File: src/rtl/mem_arb_pkg.sv
// Shared types and constants for the IF/MEM memory port arbiter.
package mem_arb_pkg;

  typedef enum logic [1:0] {
    IDLE,
    BUSY_I,
    BUSY_D,
    RESP
  } state_t;

  typedef enum logic {
    OWN_IF,
    OWN_D
  } owner_t;

  localparam logic [31:0] TIMEOUT_FILL = 32'hDEADBEEF;

endpackage

File: src/rtl/mem_arb_watchdog.sv
// Counts BUSY cycles and flags expiry on the TIMEOUT-th cycle without an ack.
module mem_arb_watchdog #(
  parameter int unsigned TIMEOUT = 255
) (
  input  logic clk,
  input  logic rst_n,
  input  logic busy,
  input  logic ack,
  output logic expire
);

  logic [7:0] tmo_cnt;

  // tmo_cnt holds the number of BUSY cycles already elapsed before this one.
  always_ff @(posedge clk or negedge rst_n) begin
    if (!rst_n) begin
      tmo_cnt <= '0;
    end else if (!busy) begin
      tmo_cnt <= '0;
    end else if (tmo_cnt != '1) begin
      tmo_cnt <= tmo_cnt + 8'd1;
    end
  end

  // An ack in the final cycle takes precedence over the abort.
  assign expire = busy & ~ack & (tmo_cnt == 8'(TIMEOUT - 1));

endmodule

File: src/rtl/mem_port_arbiter.sv
// Shares one variable-latency memory port between instruction fetch and load/store.
module mem_port_arbiter
  import mem_arb_pkg::*;
#(
  parameter int unsigned ADDR_W       = 32,
  parameter int unsigned DATA_W       = 32,
  parameter int unsigned MAX_DATA_RUN = 4,
  parameter int unsigned TIMEOUT      = 255
) (
  input  logic              clk,
  input  logic              rst_n,
  input  logic              if_req,
  input  logic [ADDR_W-1:0] if_addr,
  output logic [DATA_W-1:0] if_rdata,
  output logic              if_done,
  input  logic              d_req,
  input  logic              d_we,
  input  logic [ADDR_W-1:0] d_addr,
  input  logic [DATA_W-1:0] d_wdata,
  output logic [DATA_W-1:0] d_rdata,
  output logic              d_done,
  output logic              stall_if,
  output logic              stall_mem,
  output logic              mem_req,
  output logic              mem_we,
  output logic [ADDR_W-1:0] mem_addr,
  output logic [DATA_W-1:0] mem_wdata,
  input  logic [DATA_W-1:0] mem_rdata,
  input  logic              mem_ack,
  output logic              err
);

  localparam int unsigned RUN_W = $clog2(MAX_DATA_RUN + 1);

  state_t           state, state_n;
  owner_t           owner;
  logic             we_q;
  logic [RUN_W-1:0] run_cnt;
  logic             run_sat;
  logic             fetch_wins;
  logic             grant_i, grant_d;
  logic             busy;
  logic             expire;

  assign busy       = (state == BUSY_I) || (state == BUSY_D);
  assign run_sat    = (run_cnt == RUN_W'(MAX_DATA_RUN));
  // Data normally wins; a saturated data run hands one slot to the fetch.
  assign fetch_wins = if_req & (~d_req | run_sat);

  mem_arb_watchdog #(
    .TIMEOUT(TIMEOUT)
  ) u_watchdog (
    .clk   (clk),
    .rst_n (rst_n),
    .busy  (busy),
    .ack   (mem_ack),
    .expire(expire)
  );

  always_comb begin
    state_n = state;
    grant_i = 1'b0;
    grant_d = 1'b0;
    case (state)
      IDLE: begin
        if (fetch_wins) begin
          grant_i = 1'b1;
          state_n = BUSY_I;
        end else if (d_req) begin
          grant_d = 1'b1;
          state_n = BUSY_D;
        end
      end
      BUSY_I, BUSY_D: begin
        if (mem_ack || expire) state_n = RESP;
      end
      RESP:    state_n = IDLE;
      default: state_n = IDLE;
    endcase
  end

  always_ff @(posedge clk or negedge rst_n) begin
    if (!rst_n) begin
      state <= IDLE;
    end else begin
      state <= state_n;
    end
  end

  always_ff @(posedge clk or negedge rst_n) begin
    if (!rst_n) begin
      owner     <= OWN_IF;
      we_q      <= 1'b0;
      mem_addr  <= '0;
      mem_wdata <= '0;
    end else if (grant_i) begin
      owner    <= OWN_IF;
      we_q     <= 1'b0;
      mem_addr <= if_addr;
    end else if (grant_d) begin
      owner     <= OWN_D;
      we_q      <= d_we;
      mem_addr  <= d_addr;
      mem_wdata <= d_wdata;
    end
  end

  always_ff @(posedge clk or negedge rst_n) begin
    if (!rst_n) begin
      run_cnt <= '0;
    end else if (state == IDLE) begin
      if (!if_req || grant_i) begin
        run_cnt <= '0;
      end else if (grant_d && !run_sat) begin
        run_cnt <= run_cnt + RUN_W'(1);
      end
    end
  end

  always_ff @(posedge clk or negedge rst_n) begin
    if (!rst_n) begin
      if_rdata <= '0;
      d_rdata  <= '0;
      err      <= 1'b0;
    end else begin
      if (state == BUSY_I) begin
        if (mem_ack) begin
          if_rdata <= mem_rdata;
        end else if (expire) begin
          if_rdata <= DATA_W'(TIMEOUT_FILL);
        end
      end
      if (state == BUSY_D && !we_q) begin
        if (mem_ack) begin
          d_rdata <= mem_rdata;
        end else if (expire) begin
          d_rdata <= DATA_W'(TIMEOUT_FILL);
        end
      end
      if (expire) err <= 1'b1;
    end
  end

  assign mem_req   = busy;
  assign mem_we    = busy & we_q;
  assign if_done   = (state == RESP) && (owner == OWN_IF);
  assign d_done    = (state == RESP) && (owner == OWN_D);
  assign stall_if  = if_req & ~if_done;
  assign stall_mem = d_req & ~d_done;

endmodule

File: config.mk
export PLATFORM = sky130hd
export DESIGN_NAME = mem_port_arbiter
export DESIGN_NICKNAME = d
export VERILOG_FILES = /design/src/rtl/mem_arb_pkg.sv /design/src/rtl/mem_arb_watchdog.sv /design/src/rtl/mem_port_arbiter.sv
export SDC_FILE = /design/constraint.sdc
export NUM_CORES = 1
export LEC_CHECK = 0
export ABC_AREA = 1
export CORE_ASPECT_RATIO = 0.6
export CORE_MARGIN = 1.5
export CORE_UTILIZATION = 40
export CTS_CLUSTER_SIZE = 8
export DETAILED_ROUTE_END_ITERATION = 7
export PLACE_DENSITY = 0.73
export SLEW_MARGIN = 20
export SYNTH_ARGS = -nofsm -noshare
export SYNTH_HDL_FRONTEND = slang
export SYNTH_HIERARCHICAL = 1
export SYNTH_SLANG_ARGS = --single-unit
File: constraint.sdc
create_clock -name clk -period 2.48 [get_ports clk]
set_input_delay 0.496 -clock clk [delete_from_list [all_inputs] [get_ports clk]]
set_output_delay 0.496 -clock clk [all_outputs]
set_load 0.01 [all_outputs]
### Word level (Yosys, flattened, before mapping)

Cells that the tools add are included.

* register bits: 144
* output and inout port bits: 135
* logic and storage cells: 75
* input port bits: 134

* mux-type cells: 21
* reductions and logical operators: 20
* add/sub/neg operators: 2
* bitwise operators: 13
* equal/unequal tests: 9

Operators with widths (number)
* 32-bit two-way mux: 4
* 8-bit two-way mux: 2
* 2-bit AND reduction: 5
* 1-bit two-way mux: 9
* 8-bit by 1-bit adder with 8-bit output (second input constant): 1
* 8-bit == test (second input constant): 1
* 8-bit != test (second input constant): 1
* 1-bit AND: 6
* 2-bit two-way mux: 3
* 3-bit two-way mux: 2
* 1-bit inverter: 6
* 2-bit one-hot mux with 3 select lines: 1
* 2-bit nonzero test: 3
* 2-bit == test (second input constant): 2
* 1-bit logical AND: 4
* 3-bit by 1-bit adder with 3-bit output (second input constant): 1
* 3-bit == test (second input constant): 1
* 1-bit logical NOT: 3
* 1-bit logical OR: 3
* 3-bit != test (second input constant): 1
* 2-bit by 1-bit == test with 1-bit output (second input constant): 1
* 2-bit logical NOT: 1
* 2-bit by 1-bit != test with 1-bit output (second input constant): 1
* 2-bit != test (second input constant): 1
* other kinds (2): 2

### Logic depth before layout (Yosys ltp)

Gate-level depths: netlist of run 1.

* depth in word-level cells: 8
* depth in mapped cells: 12
* mapped depth without buffers: 10

### By module

Netlist of run 1, hierarchy kept.

Modules (own cells, without submodules)
* mem_port_arbiter: cells each 707, area an instance 6093.3 um^2, instances 1
* mem_arb_watchdog: cells each 60, area an instance 489.2 um^2, instances 1

### Worst setup path after synthesis of run 1

Ideal clock, no wire load.

* path type: flip-flop to flip-flop
* start point: register state[0]
* end point: register if_rdata[14]
* setup slack: 0.434 ns
* cell stages (with the launch flop): 12
* required time: 2.353 ns
* data arrival time: 1.919 ns
* cells stage by stage: dfrtp_1 inv_1 ha_1 clkbuf_8 inv_1 nor4_2 nor2_2 nor2_2 inv_2 buf_2 nand2_1 o21ai_1

* longest elaborated chain between the ends: 6

RTL lines
* start: declaration: line mem_port_arbiter.sv:35 `state_t state, state_n;`
* start signal: assignment: line mem_port_arbiter.sv:86 `state <= state_n;`
* 2-bit by 1-bit == test with 1-bit output / 2-bit == test (equally long branches): line mem_port_arbiter.sv:45 `assign busy = (state == BUSY_I) || (state == BUSY_D);`
* 1-bit logical OR *: line mem_port_arbiter.sv:45
* named net mem_req: line mem_port_arbiter.sv:24 `output logic mem_req,`
* 1-bit AND * (2 in a row): line mem_arb_watchdog.sv:26 `assign expire = busy & ~ack & (tmo_cnt == 8'(TIMEOUT - 1));`
* named net expire: line mem_port_arbiter.sv:43 `logic expire;`
* 2-bit nonzero test (no source line) *
* 2-bit AND reduction (no source line) *
* end signal: assignment: line mem_port_arbiter.sv:128 `if_rdata <= mem_rdata;`
* end signal: assignment: line mem_port_arbiter.sv:130 `if_rdata <= DATA_W'(TIMEOUT_FILL);`
* end: declaration: line mem_port_arbiter.sv:14 `output logic [DATA_W-1:0] if_rdata,`

The timed path passes the listed nets; every way through them passes the cells marked *.
A chain may end at the register's enable or synchronous reset.

### Final worst setup path of run 1

* start point: register state[0]
* end point: output mem_we

* longest elaborated chain between the ends: 3

RTL lines
* 2-bit by 1-bit == test with 1-bit output / 2-bit == test (equally long branches): line mem_port_arbiter.sv:45
* 1-bit logical OR *: line mem_port_arbiter.sv:45
* 1-bit AND *: line mem_port_arbiter.sv:145 `assign mem_we = busy & we_q;`
* end: declaration: line mem_port_arbiter.sv:25 `output logic mem_we,`

Every way passes the cells marked *; elsewhere a longest branch is shown, timed or not.

==> results of run 1 <==
## critical path, stage by stage, from the launching register on
cell and delay [ns]:
dfrtp_1 0.40, inv_1 0.10, ha_2 0.36, nand2_1 0.06
inv_1 0.05, clkdlybuf4s50_1 0.56
## stage by stage
stage               cells  cell area (µm²)  worst slack (ns)
global placement     1219             9430             0.231
finish               1255            10100            0.0637
floorplan             767             6580             0.434
global route         1255            10100           -0.0174
detailed placement   1219             9430             0.163
CTS                  1251            10000            0.0307
## layout make-up
cell class / count / share of cell area
clock buffer: 19 / 0.0439
clock inverter: 13 / 0.0176
inverter: 58 / 0.0216
multi-input combinational: 524 / 0.247
sequential: 144 / 0.357
tap: 209 / 0.0259
timing repair buffer: 288 / 0.286
## repair_timing
| action | 4_1_cts | 5_1_grt |
|---|---|---|
| setup endpoints to repair | 1 | 1 |
| resized for setup | 1 | 0 |
| setup buffers | 0 | 4 |
| hold buffers | 0 | 0 |
## flip-flops by register name (all words and copies together), names as in the netlist
| name | flops |
|---|---|
| owner | 1 |
| run_cnt | 3 |
| state | 2 |
| d_rdata | 32 |
| mem_addr | 32 |
| err | 1 |
| u_watchdog/tmo_cnt | 8 |
| mem_wdata | 32 |
| if_rdata | 32 |
| we_q | 1 |
## metal layers
layer	track usage	vias up	routed length (µm)
li1	-	2939	-
met1	0.309	2754	9110
met2	0.340	215	8380
met3	0.0658	13	1370
met4	0.0618	0	159
met5	0	-	0
## placed cells by master, fill, tap and decap left out, drive strengths merged
master,count
o21ai,57
clkinv,4
o22ai,1
clkdlybuf4s50,266
nand2,348
nor2,14
clkbuf,19
buf,21
nor3,1
a21oi,3
bufinv,3
ha,8
nor4,1
clkinvlp,2
dlygate4sd2,1
inv,62
o21bai,1
nand3,31
nand4,32
dfrtp,144
or2,26
nand3b,1
## path summary, 6_finish.rpt
| path | from | end | depth (start not counted) |
|---|---|---|---|
| min in group clk | if_rdata[12]$_DFFE_PN0P_ | if_rdata[12]$_DFFE_PN0P_ | 2 |
| setup reg to reg | state[0]$_DFFE_PN0P_ | d_rdata[4]$_DFFE_PN0P_ | 10 |
| hold / removal | rst_n | if_rdata[13]$_DFFE_PN0P_ | 1 |
| max in group asynchronous | rst_n | mem_wdata[21]$_DFFE_PN0P_ | 2 |
| setup / recovery | state[0]$_DFFE_PN0P_ | mem_we | 5 |
| hold reg to reg | if_rdata[12]$_DFFE_PN0P_ | if_rdata[12]$_DFFE_PN0P_ | 2 |
## cell families after synthesis
group / count (synthesis) / synth area share
and+or+nand+nor: 454 / 0.300
DFF: 144 / 0.547
buffers and inverters: 99 / 0.0741
AOI/OAI and AO/OA: 62 / 0.0631
adders and majority gates: 8 / 0.0152
## where the power goes
group,leakage (nW),total (W),internal (W),switching (W)
logic,2.77,0.00543,0.00279,0.00264
registers,1.79,0.00402,0.00342,0.000602
clock network,0.297,0.00269,0.00163,0.00106
total,4.86,0.0121,0.00784,0.00430
==> results.cfg, run 1 <==
[timing]
whs_ns = 0.0568
max_freq_ghz = 0.414
tns_ns = 0
period_share = 0.974
setup_violations = 0
clock_skew_ns = 0.0154
timing.slew.headroom = 0.573
finalCriticalPeriod_ns = 2.42
tightest_slew_ns = 0.640
slew_violations = 0
hold_violations = 0

[grt]
grt_usage = 0.222
grt_pass1_wl_um = 29600
grt-ovfl-total = 0
antenna_found_initial = 0
grt_start_max_net_pins = 66
grt_pass1_vias = 5566

[finish]
ff_latch_area_um2 = 3600
fill_cells = 1361
final_nets = 1175
final_util = 0.623
multiInputGateArea_um2 = 2490
n_antenna_cell = 0
syn_to_final_growth_pct = 53.1
final_layout_size_suffix_gt1_frac = 0.118

[critical_path]
worstPathArrival_ns = 1.92
worstSetupPathType = reg -> out
required_ns = 1.98
worst_setup_path_start_kind = register
critPathCaptureType = output port
path_max_fanout = 4
reg2reg_slack_ns = 0.30

[synth]
ys_types = 31
yosysMostFrequentCell = nand2_1
synth_top_area_share = 0.547
syn_inst = 767
synth_area_leader_cell = dfrtp_1
yosys_warnings = 6
ys_ff_latch = 144
synthFlopType = dfrtp_1
syn-cell-area_um2 = 6580
syn_nets = 909
synth_edf_count = 0
syn_area_per_cell_um2 = 8.58
ys_top_cells_by_area = dfrtp_1 (55%), nand2_1 (20%), o21ai_2 (3.2%), inv_1 (3.1%), nand4_1 (3.0%)
async_flop_share = 1.00
synthTopCellsByCount = nand2_1 (343), dfrtp_1 (144), inv_1 (54), nand4_1 (32), nand3_1 (27)
ys_seq_area_frac = 0.547

[routing]
drc = 0
ant_nets = 0
wl_um = 19000
drt_iter0_markers = 311
route.vias.total = 5921
dr.pass1.iters = 5
wl_per_cell_um = 15.2
vias_per_cell = 4.72

[place]
hpwlAfterDp_um = 13800
io_buffer_count = 268
place.gp.congestion = 0.771

[floorplanning]
initial_core_util = 0.407
io_pins = 269
die_w_um = 169
rows = 36
die_y_um = 102
core_um2 = 16200
dieArea_um2 = 17300

[cts]
cts.htree.levels = 4
clk_latency_ns = 0.42
cts.path.max_buffers = 2
tritoncts = built
cts-root-buf = clkbuf_16
clkTransAtPathRegs_ns = 0.06
cts_sinks = 144
numCtsBuffers = 17

[status]
status = complete, no violations

[pwr]
p_total_w = 0.0121
p_leak_nw = 4.86
power-per-cell-area_nw_per_um2 = 1210
ir_worst_vdd_mv = 0.550

[job]
max-cap-violations = 0

[hold_path]
min_path_type = in -> async
Note: power is estimated with default switching activity, not from simulation.
==> run 2, diff against run 1 <==
--- a/config.mk
+++ b/config.mk
@@ -6,6 +6,7 @@
 export NUM_CORES = 1
 export LEC_CHECK = 0
 export ABC_AREA = 1
+export CAP_MARGIN = 25
 export CORE_ASPECT_RATIO = 0.6
 export CORE_MARGIN = 1.5
 export CORE_UTILIZATION = 40
==> results of run 2 <==
Final layout, timing and power as in run 1 (identical DEF).
==> run 3, diff against run 2 <==
--- a/config.mk
+++ b/config.mk
@@ -9,10 +9,10 @@
 export CAP_MARGIN = 25
 export CORE_ASPECT_RATIO = 0.6
 export CORE_MARGIN = 1.5
-export CORE_UTILIZATION = 40
+export CORE_UTILIZATION = 39
 export CTS_CLUSTER_SIZE = 8
 export DETAILED_ROUTE_END_ITERATION = 7
-export PLACE_DENSITY = 0.73
+export PLACE_DENSITY = 0.75
 export SLEW_MARGIN = 20
 export SYNTH_ARGS = -nofsm -noshare
 export SYNTH_HDL_FRONTEND = slang
==> constraint.sdc (replaced) <==
create_clock -name clk -period 2.2 [get_ports clk]
set_input_delay 0.44 -clock clk [delete_from_list [all_inputs] [get_ports clk]]
set_output_delay 0.44 -clock clk [all_outputs]
set_load 0.01 [all_outputs]
==> results.cfg, run 3 (same netlist as run 1, synthesis figures left out) <==
[status]
status = complete, no violations

[timing]
clock_skew_ns = 0.0120
period_share = 0.916
setup_violations = 0
tightest_slew_ns = 0.651
hold_violations = 0
max_freq_ghz = 0.496
slew_violations = 0
finalCriticalPeriod_ns = 2.01
timing.slew.headroom = 0.565

[cts]
numCtsBuffers = 17
cts.path.max_buffers = 2
clk_latency_ns = 0.40
cts_sinks = 144
cts.htree.levels = 4
clkTransAtPathRegs_ns = 0.07
cts-root-buf = clkbuf_16
tritoncts = built

[critical_path]
worstSetupPathType = reg -> out
endpoint = mem_we
worstPathArrival_ns = 1.57
cpMostUsedCell = inv_1
reg2reg_slack_ns = 0.19
reg2reg_from = state[1]$_DFFE_PN0P_
path_cells = inv_1, ha_2, nand2_1, inv_1, dlygate4sd2_1
path_max_fanout = 5
crit_start = state[1]$_DFFE_PN0P_
ff2ff_path_depth = 9
cp_slowest_cell = dfrtp_1
critPathMaxStageDelay_ns = 0.37
rr_endpoint = if_rdata[27]$_DFFE_PN0P_
required_ns = 1.76
critPathCaptureType = output port
worst_setup_path_start_kind = register

[floorplanning]
initial_core_util = 0.403
die_y_um = 104
core_um2 = 16400
io_pins = 269
die_w_um = 171
dieArea_um2 = 17700
rows = 36

[place]
hpwlAfterDp_um = 13800
dpl-instance-area_um2 = 9500
place.gp.congestion = 0.853
io_buffer_count = 268

[routing]
dr.pass1.iters = 5
drt_iter0_markers = 472
vias_per_cell = 4.70
wl_um = 19000
drc = 0
route.vias.total = 6007
wl_per_cell_um = 14.8
ant_nets = 0

[pwr]
ir_worst_vdd_mv = 0.500
p_leak_nw = 4.90
power-per-cell-area_nw_per_um2 = 1330

[grt]
grt_usage = 0.219
antenna_found_initial = 0
grt_start_max_net_pins = 53
grt_pass1_vias = 5739
grt-ovfl-total = 0
grt_pass1_wl_um = 30400

[hold_path]
min_path_type = reg -> reg

[finish]
final_util = 0.619
syn_to_final_growth_pct = 53.7
final_cell_area_um2 = 10100
final_common_cell = nand2_1
final_layout_size_suffix_gt1_frac = 0.122
fill_cells = 1447
final_nets = 1180
n_antenna_cell = 0
final_cell_mix = nand2_1 (343), clkdlybuf4s50_1 (261), dfrtp_1 (144), inv_1 (54), nand4_1 (32)

[job]
max-cap-violations = 0
## run 3: changes by cell type in the layout (fill, tap and decap cells not counted), moves of 2 or more
cell	change
buf_4	+2
bufinv_16	-3
clkdlybuf4s50_1	-5
clkinv_4	-2
clkinv_8	+2
dlygate4sd2_1	+4
inv_8	+2
## run 3: final cells by class
class	instances	area, µm²	area share
Clock buffer	17	425	0.0420
Clock inverter	15	146	0.0145
Inverter	58	220	0.0218
Multi-Input combinational cell	524	2500	0.247
Sequential cell	144	3600	0.356
Tap cell	228	285	0.0282
Timing Repair Buffer	293	2940	0.290
## run 3: where the power goes
part / internal, W / switching [W] / total [W]
Clock: 0.00150 / 0.00127 / 0.00277
Sequential: 0.00386 / 0.000698 / 0.00455
Combinational: 0.00315 / 0.00298 / 0.00613
Total: 0.00851 / 0.00494 / 0.0135
## run 3: per-stage QoR
| step | total power (W) | hold slack, ns | setup WS [ns] | TNS (ns) | cells |
|---|---|---|---|---|---|
| after global placement | 0.0107 | 0.444 | 0.0361 | 0 | 1243 |
| after CTS | 0.0136 | 0.475 | 0.0257 | 0 | 1279 |
| after floorplan | 0.00739 | 0.144 | 0.154 | 0 | 767 |
| after detailed placement | 0.0107 | 0.442 | 0.0112 | 0 | 1243 |
| after global routing | 0.0144 | 0.497 | -0.000884 | -0.000884 | 1279 |
| final | 0.0135 | 0.471 | 0.185 | 0 | 1279 |
## run 3: worst max-delay path, delay by kind of cell, from the launching register on
family | cells | cell delay (ns)
fa+ha+maj | 1 | 0.37
buf+inv | 3 | 0.37
flops | 1 | 0.37
simple gates | 1 | 0.06
## run 3: metal layers
layer	up-vias	routed length, µm	track usage
li1	2949	-	-
met1	2812	8800	0.313
met2	238	8240	0.328
met3	8	1860	0.0715
met4	0	91	0.0373
met5	-	0	0
## run 3: timing repair
| item | 4_1_cts | 5_1_grt |
|---|---|---|
| resized for setup | 5 | 5 |
| hold endpoints to repair | 5 | 0 |
| hold buffers | 1 | 0 |
| buffers inserted | 3 | 0 |
| endpoints found under the setup margin | 4 | 38 |
## run 3: worst min-delay path by stage
| stage | end | cells after the start | from | slack (ns) |
|---|---|---|---|---|
| after floorplan | d_rdata[0]$_DFFE_PN0P_ | 0 | rst_n | 0.14 |
| after global placement | mem_addr[10]$_DFFE_PN0P_ | 1 | rst_n | 0.44 |
| after detailed placement | mem_addr[12]$_DFFE_PN0P_ | 1 | rst_n | 0.44 |
| after CTS | if_rdata[23]$_DFFE_PN0P_ | 2 | if_rdata[23]$_DFFE_PN0P_ | 0.47 |
| after global routing | if_rdata[26]$_DFFE_PN0P_ | 2 | if_rdata[26]$_DFFE_PN0P_ | 0.50 |
| final | if_rdata[23]$_DFFE_PN0P_ | 2 | if_rdata[23]$_DFFE_PN0P_ | 0.47 |
